File: src/rtl/imm_extend_pipe_if.sv
// rtl/imm_extend_pipe_if.sv - handshake bundle for the immediate extension pipe
//
// Purpose: groups the input-side and output-side valid/ready streams of
//          imm_extend_pipe so they can be passed as one port.
// Signals:
//   in_valid/in_ready   input-side handshake
//   in_imm              immediate field (IN_WIDTH)
//   in_mode             extension mode (0 zero, 1 sign, 2 upper, 3 sign+shift)
//   in_tag              sideband tag (TAG_WIDTH)
//   out_valid/out_ready output-side handshake
//   out_data            extended operand (OUT_WIDTH)
//   out_tag             tag belonging to out_data
// Modports: master = producer/consumer side, slave = the extension pipe.
interface imm_extend_pipe_if #(
    parameter int IN_WIDTH  = 8,
    parameter int OUT_WIDTH = 16,
    parameter int TAG_WIDTH = 4
);
    logic                 in_valid;
    logic                 in_ready;
    logic [IN_WIDTH-1:0]  in_imm;
    logic [1:0]           in_mode;
    logic [TAG_WIDTH-1:0] in_tag;
    logic                 out_valid;
    logic                 out_ready;
    logic [OUT_WIDTH-1:0] out_data;
    logic [TAG_WIDTH-1:0] out_tag;

    modport master (
        output in_valid, in_imm, in_mode, in_tag, out_ready,
        input  in_ready, out_valid, out_data, out_tag
    );

    modport slave (
        input  in_valid, in_imm, in_mode, in_tag, out_ready,
        output in_ready, out_valid, out_data, out_tag
    );
endinterface

File: src/rtl/imm_extend_pipe.sv
// rtl/imm_extend_pipe.sv - registered immediate extender with two-entry skid buffer
//
// Purpose: extends an IN_WIDTH immediate to OUT_WIDTH using one of four modes
//          (zero, sign, upper, sign then shift left by SHIFT) and registers the
//          result behind a valid/ready handshake with full throughput.
// Ports:
//   clk        clock, rising edge
//   reset      synchronous active-high reset
//   bus        imm_extend_pipe_if.slave handshake bundle
//   stat_count (IMM_EXTEND_STATS_EN only) output transfer counter, wrapping
//   stat_stall (IMM_EXTEND_STATS_EN only) stalled-input cycle counter, saturating
// Optional feature macro: IMM_EXTEND_STATS_EN
module imm_extend_pipe #(
    parameter int IN_WIDTH  = 8,
    parameter int OUT_WIDTH = 16,
    parameter int SHIFT     = 1,
    parameter int TAG_WIDTH = 4
) (
    input  logic                  clk,
    input  logic                  reset,
    imm_extend_pipe_if.slave      bus
`ifdef IMM_EXTEND_STATS_EN
    ,
    output logic [15:0]           stat_count,
    output logic [15:0]           stat_stall
`endif
);

    typedef enum logic [1:0] {
        ST_EMPTY = 2'd0,
        ST_ONE   = 2'd1,
        ST_TWO   = 2'd2
    } state_t;

    state_t               state_q;
    logic                 in_ready_q;
    logic                 out_valid_q;
    logic [OUT_WIDTH-1:0] main_data_q;
    logic [TAG_WIDTH-1:0] main_tag_q;
    logic [OUT_WIDTH-1:0] skid_data_q;
    logic [TAG_WIDTH-1:0] skid_tag_q;

    logic [OUT_WIDTH-1:0] ext_d;
    logic [OUT_WIDTH-1:0] zext;
    logic [OUT_WIDTH-1:0] sext;
    logic                 in_ready;
    logic                 in_fire;
    logic                 out_fire;

    // Width casts keep every mode legal when IN_WIDTH == OUT_WIDTH
    // (no zero-width replications).
    assign zext = OUT_WIDTH'(bus.in_imm);
    assign sext = OUT_WIDTH'($signed(bus.in_imm));

    always_comb begin
        ext_d = zext;
        case (bus.in_mode)
            2'd0:    ext_d = zext;
            2'd1:    ext_d = sext;
            2'd2:    ext_d = zext << (OUT_WIDTH - IN_WIDTH);
            default: ext_d = sext << SHIFT;
        endcase
    end

    // in_ready comes from registered state only; gating with reset keeps it low
    // for the whole time reset is asserted, including before the first edge.
    assign in_ready  = in_ready_q && !reset;
    assign in_fire   = bus.in_valid && in_ready;
    assign out_fire  = out_valid_q && bus.out_ready;

    assign bus.in_ready  = in_ready;
    assign bus.out_valid = out_valid_q;
    assign bus.out_data  = main_data_q;
    assign bus.out_tag   = main_tag_q;

    always_ff @(posedge clk) begin
        if (reset) begin
            state_q     <= ST_EMPTY;
            in_ready_q  <= 1'b1;
            out_valid_q <= 1'b0;
            main_data_q <= '0;
            main_tag_q  <= '0;
            skid_data_q <= '0;
            skid_tag_q  <= '0;
        end else begin
            case (state_q)
                ST_EMPTY: begin
                    if (in_fire) begin
                        main_data_q <= ext_d;
                        main_tag_q  <= bus.in_tag;
                        out_valid_q <= 1'b1;
                        state_q     <= ST_ONE;
                    end
                end
                ST_ONE: begin
                    if (in_fire && out_fire) begin
                        main_data_q <= ext_d;
                        main_tag_q  <= bus.in_tag;
                    end else if (out_fire) begin
                        out_valid_q <= 1'b0;
                        state_q     <= ST_EMPTY;
                    end else if (in_fire) begin
                        // Main is held for the stalled consumer; park new data.
                        skid_data_q <= ext_d;
                        skid_tag_q  <= bus.in_tag;
                        in_ready_q  <= 1'b0;
                        state_q     <= ST_TWO;
                    end
                end
                ST_TWO: begin
                    if (out_fire) begin
                        main_data_q <= skid_data_q;
                        main_tag_q  <= skid_tag_q;
                        in_ready_q  <= 1'b1;
                        state_q     <= ST_ONE;
                    end
                end
                default: begin
                    state_q     <= ST_EMPTY;
                    in_ready_q  <= 1'b1;
                    out_valid_q <= 1'b0;
                end
            endcase
        end
    end

`ifdef IMM_EXTEND_STATS_EN
    logic [15:0] stat_count_q;
    logic [15:0] stat_stall_q;

    always_ff @(posedge clk) begin
        if (reset) begin
            stat_count_q <= '0;
            stat_stall_q <= '0;
        end else begin
            if (out_fire) begin
                stat_count_q <= stat_count_q + 16'd1;
            end
            if (bus.in_valid && !in_ready && stat_stall_q != 16'hFFFF) begin
                stat_stall_q <= stat_stall_q + 16'd1;
            end
        end
    end

    assign stat_count = stat_count_q;
    assign stat_stall = stat_stall_q;
`endif

endmodule

File: src/flat_wrapper.sv
// flat-port wrapper written by rule: the top's interface ports become plain ports
module imm_extend_pipe_flat 
#(
    parameter int IN_WIDTH  = 8,
    parameter int OUT_WIDTH = 16,
    parameter int SHIFT     = 1,
    parameter int TAG_WIDTH = 4
)
  (clk, reset, bus_in_valid, bus_in_imm, bus_in_mode, bus_in_tag, bus_out_ready, bus_in_ready, bus_out_valid, bus_out_data, bus_out_tag);
  imm_extend_pipe_if #(.IN_WIDTH(IN_WIDTH), .OUT_WIDTH(OUT_WIDTH), .TAG_WIDTH(TAG_WIDTH)) bus_i ();
  input  logic clk;
  input  logic reset;
  input wire logic [$bits(bus_i.in_valid)-1:0] bus_in_valid;
  input wire logic [$bits(bus_i.in_imm)-1:0] bus_in_imm;
  input wire logic [$bits(bus_i.in_mode)-1:0] bus_in_mode;
  input wire logic [$bits(bus_i.in_tag)-1:0] bus_in_tag;
  input wire logic [$bits(bus_i.out_ready)-1:0] bus_out_ready;
  output wire logic [$bits(bus_i.in_ready)-1:0] bus_in_ready;
  output wire logic [$bits(bus_i.out_valid)-1:0] bus_out_valid;
  output wire logic [$bits(bus_i.out_data)-1:0] bus_out_data;
  output wire logic [$bits(bus_i.out_tag)-1:0] bus_out_tag;
  assign bus_i.in_valid = bus_in_valid;
  assign bus_i.in_imm = bus_in_imm;
  assign bus_i.in_mode = bus_in_mode;
  assign bus_i.in_tag = bus_in_tag;
  assign bus_i.out_ready = bus_out_ready;
  assign bus_in_ready = bus_i.in_ready;
  assign bus_out_valid = bus_i.out_valid;
  assign bus_out_data = bus_i.out_data;
  assign bus_out_tag = bus_i.out_tag;
  imm_extend_pipe #(.IN_WIDTH(IN_WIDTH), .OUT_WIDTH(OUT_WIDTH), .SHIFT(SHIFT), .TAG_WIDTH(TAG_WIDTH)) u_core (.clk(clk), .reset(reset), .bus(bus_i));
endmodule
File: config.mk
export PLATFORM = sky130hd
export DESIGN_NAME = imm_extend_pipe_flat
export DESIGN_NICKNAME = d
export VERILOG_FILES = /design/src/rtl/imm_extend_pipe_if.sv /design/src/rtl/imm_extend_pipe.sv /design/src/flat_wrapper.sv
export SDC_FILE = /design/constraint.sdc
export NUM_CORES = 1
export LEC_CHECK = 0
export ABC_AREA = 1
export CORE_AREA = 2 2 88 90
export DETAILED_ROUTE_END_ITERATION = 12
export DIE_AREA = 0 0 90 92
export PLACE_DENSITY = 0.49
export SYNTH_ARGS = -nofsm -noshare
export SYNTH_HDL_FRONTEND = slang
export SYNTH_SLANG_ARGS = --single-unit
File: constraint.sdc
create_clock -name clk -period 3.7 [get_ports clk]
set_input_delay 0.37 -clock clk [delete_from_list [all_inputs] [get_ports clk]]
set_output_delay 0.37 -clock clk [all_outputs]
set_load 0.03 [all_outputs]
==> flow_summary.yaml <==
status:
  status: "finished, final reports clean"
synth:
  synth_fp_nets: 366
  synth-seq-cells: 44
  syn_avg_cell_area_um2: 6.206
  synth_cells: 348
  ys_seq_area_share_pct: 40.79
  ys_warn_count: 0
  synthesis.area_um2: 2160
  synth.distinct_cells: 16
floorplanning:
  die_x_um: 90
  io_pins: 40
  die_height_um: 92
  start_util_pct: 29.00
  coreArea_um2: 7447
  die_area_um2: 8280
  row_count: 32
global_route:
  grt_max_degree: 30
  grt_pass1_wl_mm: 8.707
  gr-usage-all-layers_pct: 12.80
  antenna_found_initial: 0
  grt-ovfl-total: 0
  first_global_vias: 1887
layout:
  final_common_cell: "nand2_1"
  layout.nets: 399
  drive_gt1_share_pct: 3.958
  syn_to_final_growth_pct: 24.51
  fill_cells: 866
  layout_common_cells: "nand2_1, nor2_1, dfxtp_1"
  antenna_cells: 0
  final_area_um2: 2689
worst_setup_path:
  critical_path.max_stage_delay_ps: 650
  cp.arrival_ps: 2140
  worstPathRequired_ps: 3330
  cp_slowest_cell: "clkdlybuf4s50_1"
  path_cells: "clkdlybuf4s50_1, inv_2, nand2_1, inv_1, clkdlybuf4s50_1"
  cp_max_fo: 11
  start_kind: "input pin"
  r2r_cells: 11
  crit_path_end_kind: "output pin"
  crit_top_cell: "clkdlybuf4s50_1"
  crit_type: "in -> out"
clock_network:
  cts_sinks: 44
  cts-root-buf: "clkbuf_8"
  cts.repair.resized: 0
  h-tree-depth: 2
  clk_pin_slew_ps: 80
  insertion_delay_ps: 290
  numCtsBuffers: 5
  post_cts_buffers: 0
  clock_path_buffers: 2
  holdBufCountCts: 0
  cts_tree: "built"
timing:
  setup_viol: 0
  rsz0062_at_grt: "no"
  hold_viol_final: 0
  final.setup_skew_ps: 5.223
  slew_headroom_pct: 48.66
  worst_slew_pin_slew_ps: 768.3
  period_minus_slack_ps: 2513
  drv_slew: 0
  worst_slack_ps: 1187
  setup-tns-final_ps: 0
  fmax_mhz: 398.0
  whs_ps: 454.4
  period_share_pct: 67.91
pwr:
  p_int_uw: 822.7
  combPwrFrac_pct: 34.2
  swShare_pct: 35.64
  p_switching_uw: 455.7
  clockPowerShare_pct: 22.0
  powerDensity_nw_per_um2: 475.4
  seq_power_share_pct: 43.8
  leakagePower_uw: 0.001233
  power_uw: 1278
  ir_worst_vdd_uv: 138.5
flow_run:
  cap_viol_max_count: 0
route:
  drc: 0
  wirelength_mm: 5.211
  vias: 2085
  first_iter_violations: 78
  wl_per_cell_um: 10.83
  routed_via_density: 4.335
  drtPass1Iterations: 4
  ant_nets: 0
hold_path:
  min_path_cells: 2
  hold_path_class: "reg -> reg"
place:
  dp_slack_ps: 1161
  place.gp.congestion: 0.8136
  dp_hpwl_mm: 3.566
  port_buffers: 39
  place_area_um2: 2620
==> power by group through the flow <==
stage	logic, uW	clock network [uW]	registers (uW)
floorplan	212	0	656
global placement	441	0	571
detailed placement	440	0	572
CTS	442	295	562
global route	487	307	568
finish	437	281	560
==> registers in the layout (all words and copies together) (netlist names) <==
register              cells
u_core.bus.out_data      16
u_core.skid_data_q       16
u_core.bus.out_tag        4
u_core.skid_tag_q         4
u_core.state_q            2
u_core.bus.out_valid      1
u_core.in_ready_q         1
==> synth_stat cells <==
cell      count  share of area (%)
o22ai_1       5                1.4
a21oi_1      21                4.9
o21ai_0      19                4.4
nor2_2        2               0.58
buf_1         2               0.35
buf_6         1               0.52
buf_2        10                2.3
dfxtp_1      44                 41
nand3_1      22                5.1
buf_4         2               0.70
nor2_1       57                9.9
nand3b_1      4                1.4
nand2_1     122                 21
clkbuf_1      3               0.52
inv_2         3               0.52
inv_1        31                5.4
==> layout make-up <==
cell class | count | area (um2) | area share (%)
Clock buffer | 5 | 68.82 | 2.559
Inverter | 34 | 127.6 | 4.746
Multi-Input combinational cell | 252 | 1056 | 39.27
Sequential cell | 44 | 880.8 | 32.76
Tap cell | 102 | 127.6 | 4.746
Timing Repair Buffer | 44 | 427.9 | 15.91
==> critical path: cells and delay by family <==
kind	cells	cell delay [ps]
simple gates	1	110
buf+inv	4	1650
==> logic make-up (layout without fill, tap and decap cells) <==
kind of cell           Yosys count  in the layout  synth area share, %
AO/OA/AOI/OAI                   45             45                10.72
buffers and inverters           52             83                10.31
flip-flops                      44             44                40.79
AND/OR/NAND/NOR                207            207                38.18
==> worst paths after layout <==
| check | start | end | slack, ps |
|---|---|---|---|
| worst min register to register | u_core.skid_tag_q[3] | u_core.skid_tag_q[3] | 450 |
| worst min-delay path | u_core.skid_tag_q[3] | u_core.skid_tag_q[3] | 450 |
| worst max register to register | u_core.state_q[1] | u_core.bus.out_data[10] | 1900 |
| worst max-delay path | reset | bus_in_ready | 1190 |
==> per-stage QoR <==
step | std cells | util, %
floorplan | 348 | -
global placement | 476 | 35.18
detailed placement | 476 | 35.18
CTS | 481 | 36.11
global route | 481 | 36.11
finish | 481 | 36.11
==> layer usage <==
metal | track usage [%] | vias up | routed length (um)
met5 | 0 | - | 0
met4 | 3.462 | 0 | 53
met3 | 2.629 | 5 | 128
met2 | 22.56 | 24 | 2447
met1 | 15.90 | 922 | 2582
li1 | - | 1134 | -
No activity file was read; power rests on OpenSTA's default activity.
